--- src/rtl/rr_arb4_mux.sv ---
// Four-requester round-robin arbiter with bounded hold time, driving a 4:1 data mux.
// The grant, select and busy state are registered; dout follows din combinationally.
module rr_arb4_mux #(
   parameter int unsigned HOLD_MAX = 8
) (
   input  logic       clk,
   input  logic       rst,
   input  logic [3:0] req,
   input  logic [3:0] din,
   output logic [3:0] gnt,
   output logic [1:0] sel,
   output logic       busy,
   output logic       dout
);

   typedef enum logic {IDLE, BUSY} state_t;

   localparam logic [7:0] CNT_MAX = 8'(HOLD_MAX - 1);

   state_t     state, state_n;
   logic [3:0] gnt_n;
   logic [1:0] sel_n;
   logic [1:0] ptr, ptr_n;
   logic [7:0] cnt, cnt_n;
   logic [3:0] others;
   logic [3:0] mask;
   logic [2:0] pick;

   // Returns {found, index} of the first set mask bit searching from 'from' upward, mod 4.
   function automatic logic [2:0] rr_pick(input logic [3:0] m, input logic [1:0] from);
      logic [1:0] idx;
      rr_pick = '0;
      for (int unsigned i = 0; i < 4; i++) begin
         idx = from + 2'(i);
         if (m[idx] && !rr_pick[2]) rr_pick = {1'b1, idx};
      end
   endfunction

   always_ff @(posedge clk) begin
      if (rst) begin
         state <= IDLE;
         gnt   <= '0;
         sel   <= '0;
         ptr   <= '0;
         cnt   <= '0;
      end else begin
         state <= state_n;
         gnt   <= gnt_n;
         sel   <= sel_n;
         ptr   <= ptr_n;
         cnt   <= cnt_n;
      end
   end

   always_comb begin
      state_n = state;
      gnt_n   = gnt;
      sel_n   = sel;
      ptr_n   = ptr;
      cnt_n   = cnt;
      others  = req & ~(4'b0001 << sel);
      // A still-requesting owner is masked out so preemption never reselects it.
      mask    = (state == BUSY && req[sel]) ? others : req;
      pick    = rr_pick(mask, ptr);
      case (state)
         IDLE: begin
            if (pick[2]) begin
               state_n = BUSY;
               gnt_n   = 4'b0001 << pick[1:0];
               sel_n   = pick[1:0];
               ptr_n   = pick[1:0] + 2'd1;
               cnt_n   = '0;
            end
         end
         BUSY: begin
            if (!req[sel] || (cnt == CNT_MAX && others != '0)) begin
               if (pick[2]) begin
                  gnt_n = 4'b0001 << pick[1:0];
                  sel_n = pick[1:0];
                  ptr_n = pick[1:0] + 2'd1;
                  cnt_n = '0;
               end else begin
                  state_n = IDLE;
                  gnt_n   = '0;
               end
            end else if (cnt != CNT_MAX) begin
               cnt_n = cnt + 8'd1;
            end
         end
         default: begin
            state_n = IDLE;
            gnt_n   = '0;
         end
      endcase
   end

   always_comb begin
      busy = (state == BUSY);
      dout = busy ? din[sel] : 1'b0;
   end

endmodule
--- config.mk ---
export PLATFORM = sky130hd
export DESIGN_NAME = rr_arb4_mux
export DESIGN_NICKNAME = d
export VERILOG_FILES = /design/src/rtl/rr_arb4_mux.sv
export SDC_FILE = /design/constraint.sdc
export NUM_CORES = 1
export LEC_CHECK = 0
export ABC_AREA = 1
export BUFFER_PORTS_ARGS = -buffer_cell sky130_fd_sc_hd__buf_2
export CORE_AREA = 10 10 58 56
export DETAILED_ROUTE_END_ITERATION = 16
export DIE_AREA = 0 0 68 66
export PLACE_DENSITY = 0.81
export SYNTH_ARGS = -nofsm -noshare
export SYNTH_HDL_FRONTEND = slang
export SYNTH_SLANG_ARGS = --single-unit
--- constraint.sdc ---
create_clock -name clk -period 3.4 [get_ports clk]
set_clock_uncertainty 0.05 [all_clocks]
set_input_delay 0.85 -clock clk [delete_from_list [all_inputs] [get_ports clk]]
set_output_delay 0.85 -clock clk [all_outputs]
set_load 0.01 [all_outputs]
# --- Word-level counts from Yosys, hierarchy flattened ---
# Cells that the tools add are included.
totals:
  register_bits: 17
  out_inout_bits: 8
  word_cells: 72
classes:
  addsub: 5
  order_cmp: 5
  n_eq_ne: 5
  n_shift: 2
  mux: 35
  bitwise_logic: 3
  reduce_logical: 12
op_table:
  columns: ["op", "count"]
  rows:
  - ["$mux 8", 3]
  - ["$mux 4", 4]
  - ["$pmux 8 s2", 1]
  - ["$lt 2x3->1 const B", 5]
  - ["$bmux 1 s2", 6]
  - ["$mux 3", 4]
  - ["$mux 1", 9]
  - ["$add 8x1->8 const B", 1]
  - ["$eq 8x3->1 const B", 1]
  - ["$mux 2", 4]
  - ["$ne 8x3->1 const B", 1]
  - ["$pmux 2 s2", 2]
  - ["$pmux 4 s2", 1]
  - ["$shl 1x2->4 const A", 2]
  - ["$logic_and 1x1->1", 5]
  - ["$add 2x1->2 const B", 2]
  - ["$add 2x2->2 const B", 2]
  - ["$and 4x4->4", 1]
  - ["$logic_not 1->1", 4]
  - ["$not 4->4", 1]
  - ["$reduce_bool 4->1", 1]
  - ["$ne 3x1->1 const B", 1]
  - ["$ne 2x1->1 const B", 1]
  - ["$ne 2x2->1 const B", 1]
  - ["other kinds (4)", 4]

# --- Depth between registers and ports, before layout ---
depth:
  depth_word: 20
  mapped_depth: 21
  depth_no_buf: 20

# --- Least setup slack after synthesis ---
# OpenSTA, ideal clock, no wires.
synth_timing:
  kind: "in2reg"
  start: "in req[3]"
  end: "reg ptr[1]"
  arrival_time_ns: 2.306
  required_ns: 3.231
  path_slack_ns: 0.925
  stages: 18
  path_cell_list: "nand2_1 -> nand2_1 -> nand2_1 -> nand2_2 -> nand2_2 -> nand2_1 -> nand3_1 -> nand2_2 -> nand2_1 -> nand2_1 -> inv_1 -> nand2_1 -> nand3_1 -> nand2_1 -> inv_1 -> ha_1 -> o21ai_0 -> a21oi_1"
synth_between:
  elab_chain_cells: 20
synth_lines:
  columns: ["element", "line_no", "text"]
  rows:
  - ["from (decl)", "8", "input logic [3:0] req,"]
  - ["$bmux 1 s2", "63", "mask = (state == BUSY && req[sel]) ? others : req;"]
  - ["$mux 1 (not written as such)", "63", null]
  - ["$logic_and 1x1->1", "63", null]
  - ["$mux 4 (*)", "63", null]
  - ["$bmux 1 s2", "35", "if (m[idx] && !rr_pick[2]) rr_pick = {1'b1, idx};"]
  - ["$mux 1 (not written as such)", "35", null]
  - ["$mux 3", "35", null]
  - ["$logic_not 1->1", "35", null]
  - ["[5 not listed]", null, null]
  - ["$logic_not 1->1", "35", null]
  - ["$logic_and 1x1->1", "35", null]
  - ["$mux 3 (*)", "35", null]
  - ["via pick[0]", "27", "logic [2:0] pick;"]
  - ["$add 2x1->2 (*)", "71, 80", null]
  - ["$mux 2 (*)", "67, 77", null]
  - ["$mux 2", "76", "if (!req[sel] || (cnt == CNT_MAX && others != '0)) begin"]
  - ["$pmux 2 s2 (*)", "65", "case (state)"]
  - ["to (signal assigned)", "50", "ptr <= ptr_n;"]
  - ["to (decl)", "23", "logic [1:0] ptr, ptr_n;"]
# Mark *: on every way through the listed nets, which the timed path passes. The rest lies on a longest branch. The select of a mux whose other input is x is not followed.
# A chain may end at the register's enable or synchronous reset.

# --- Worst setup path after layout ---
# Ends and elaborated chain as after synthesis.

==> metrics <==
RSZ-0062 raised after global routing=false; Crit path required time=3.54 ns; site row count=16; post-cts repair resize count=0; DRT Pass-1 Iters=4; final setup TNS=0 ns; grt total ovfl=0; Seq/Total Area, Yosys=28.5%; input/output buffers=17; All-Layer GR Usage=12.7%; gpl congestion=0.882; post-CTS setup buffer count=0; dpl cell area=0.00128 mm2; Setup CP Type=in2reg; cell repeated most along the worst path=nand2_1; final WL=2730 um; die span in y=66 um; post-synth top area share=28.5%; DRC=0; Mapped Cells=185; crit share post-route=74.3%; WHS=0.388 ns; crit path max fanout=4; startpoint types=input pin; CTS max path bufs=2; Worst VDD drop=0.509 mV; CTS root buf=clkbuf_4; I/O pins=18; leading post-synthesis cells by cell area=dfxtp_1 (29%), nand2_1 (16%), nand3_1 (9.2%), inv_1 (7.6%), a21oi_1 (7.1%); Hold Buf Count CTS=0; Syn. warnings=0; largest net degree at the start of global routing=14; Most used DFF post-synth=dfxtp_1; Starting DRT DRC Count=90; Design Area, Final=0.00131 mm2; CTS Sinks=17; final hold violation count=0; CTS tree=built; Antenna Cells=0; fmax=0.396 GHz; EDFF count, synth=0; cells along the critical path=buf_2 -> nand2_1 -> nand2_1 -> nand2_1 -> nand2_2 -> nand2_2 -> nand2_1 -> nand3_1 -> nand2_2 -> nand2_1 -> nand2_1 -> inv_1 -> nand2_1 -> nand3_1 -> nand2_1 -> inv_1 -> ha_1 -> o21ai_0 -> a21oi_1; Clock Latency Late Sink=0.29 ns; vias per cell=5.30; Hold Crit Class=reg2reg; DR vias=1,218; slowest stage cell, crit path=ha_1; DIE AREA=0.00449 mm2; cell with the most instances after synthesis=nand2_1; Final nets=219; Rel. slew slack=65.2%; layout cells sized above 1=18.2%; register bit total from synthesis=17; slowest stage delay, CP=0.26 ns; CP arrival=2.66 ns; first-pass GRT wire length=4650 um; Netlist cell types=26; Post-synth top cells=nand2_1 (51), inv_1 (24), nand3_1 (22); total nets after synthesis=200; DRT antenna net count=0; leakage=0.675 nW; post-DR wirelength/cell=11.9 um; asr flop ratio synth=0%; vias in the first global route=1,168; Max-cap violations=0; H-tree Lvls=1; Core Area=0.00208 mm2; Power Density=841 mW/mm2; outcome=completed; fin util=63.0%; Syn Std Cell Area=0.00119 mm2; Design Power=0.00110 W; post-synthesis area per instance=6.45 um2; CP Capture Type=register; min Tclk post-route=2.53 ns; final setup violation count=0; FILL cells=190; Final HPWL DP=2190 um; Initial Util=57.3%; Syn-to-layout area delta=9.97%; Worst-path clk slew=0.09 ns; initial antenna violation count=0; die extent in x=68 um; Slew Limit Fails=0; worst slew pin tran=0.517 ns; cell taking the most area after synthesis=dfxtp_1; cts bufs inserted=3
==> registers in the layout (all words and copies together) (netlist names) <==
name,count
sel,2
gnt,4
busy,1
ptr,2
cnt,8
==> per-layer routing <==
| metal | vias up | part of all wire, % | global-route usage [%] |
|---|---|---|---|
| met3 | 6 | 3.8 | 2.20 |
| met1 | 547 | 42 | 13.9 |
| met4 | 0 | 1.5 | 6.78 |
| li1 | 643 | - | - |
| met5 | - | 0 | 0 |
| met2 | 22 | 52 | 22.3 |
==> kinds of logic (layout without fill, tap and decap cells) <==
group	Yosys count	count (layout)	share of synthesized area, %
compound gates	31	31	13.7
xor+xnor	1	1	0.735
fa+ha+maj	5	5	5.25
buf+inv	30	48	10.7
flops	17	17	28.5
simple gates	101	101	41.0
==> cell usage in the layout, fill, tap and decap left out <==
master / Yosys / final
inv_2: 3 / 3
o21ai_1: 4 / 4
or2_2: 3 / 3
o21ai_0: 6 / 6
nand2_4: 1 / 1
clkbuf_4: 0 / 3
nor4_1: 1 / 1
clkbuf_1: 0 / 1
nor2_4: 2 / 2
nand4_1: 3 / 3
nand2_2: 4 / 4
nor2_1: 9 / 9
dfxtp_1: 17 / 17
nor2_2: 1 / 1
ha_1: 5 / 5
a21oi_1: 17 / 17
inv_1: 24 / 24
buf_2: 0 / 17
nand2_1: 51 / 51
a22oi_1: 1 / 1
nand3_2: 2 / 2
xor2_1: 1 / 1
nand3_1: 22 / 22
a31oi_1: 2 / 2
nand3_4: 1 / 1
nand3b_1: 1 / 1
o2111ai_1: 1 / 1
==> report_power, final <==
part	internal, W	total, W	switching, W
clock network	0.0000456	0.000107	0.0000616
registers	0.000243	0.000289	0.0000467
logic	0.000238	0.000706	0.000468
total	0.000526	0.00110	0.000576
==> stage by stage <==
stage               std cells  worst slack, ns
floorplan                 185            0.925
global placement          226            0.676
detailed placement        226            0.567
CTS                       230            0.884
global route              230            0.620
finish                    230            0.875
==> layout make-up <==
cell class | instances | area [um2] | share of cell area (%)
sequential | 17 | 340 | 26.0
multi-input combinational | 138 | 724 | 55.2
clock buffer | 4 | 26.3 | 2.00
inverter | 27 | 101 | 7.73
timing repair buffer | 17 | 85.1 | 6.49
tap | 27 | 33.8 | 2.58
==> worst max-delay path: cells and delay by family <==
kind,cells,cell delay [ns]
compound gates,2,0.23
fa+ha+maj,1,0.26
buf+inv,3,0.20
simple gates,13,1.12
==> path summary, 6_finish.rpt <==
| path | from | to | slack [ns] | depth (start not counted) |
|---|---|---|---|---|
| setup / recovery | req[3] | ptr[1]$_SDFFE_PP0P_ | 0.87 | 19 |
| hold / removal | cnt[7]$_SDFFE_PP0P_ | cnt[7]$_SDFFE_PP0P_ | 0.39 | 1 |
| setup reg to reg | sel[0]$_SDFFE_PP0P_ | ptr[1]$_SDFFE_PP0P_ | 0.90 | 14 |
| hold reg to reg | cnt[7]$_SDFFE_PP0P_ | cnt[7]$_SDFFE_PP0P_ | 0.39 | 1 |
No activity file was read; power rests on OpenSTA's default activity.
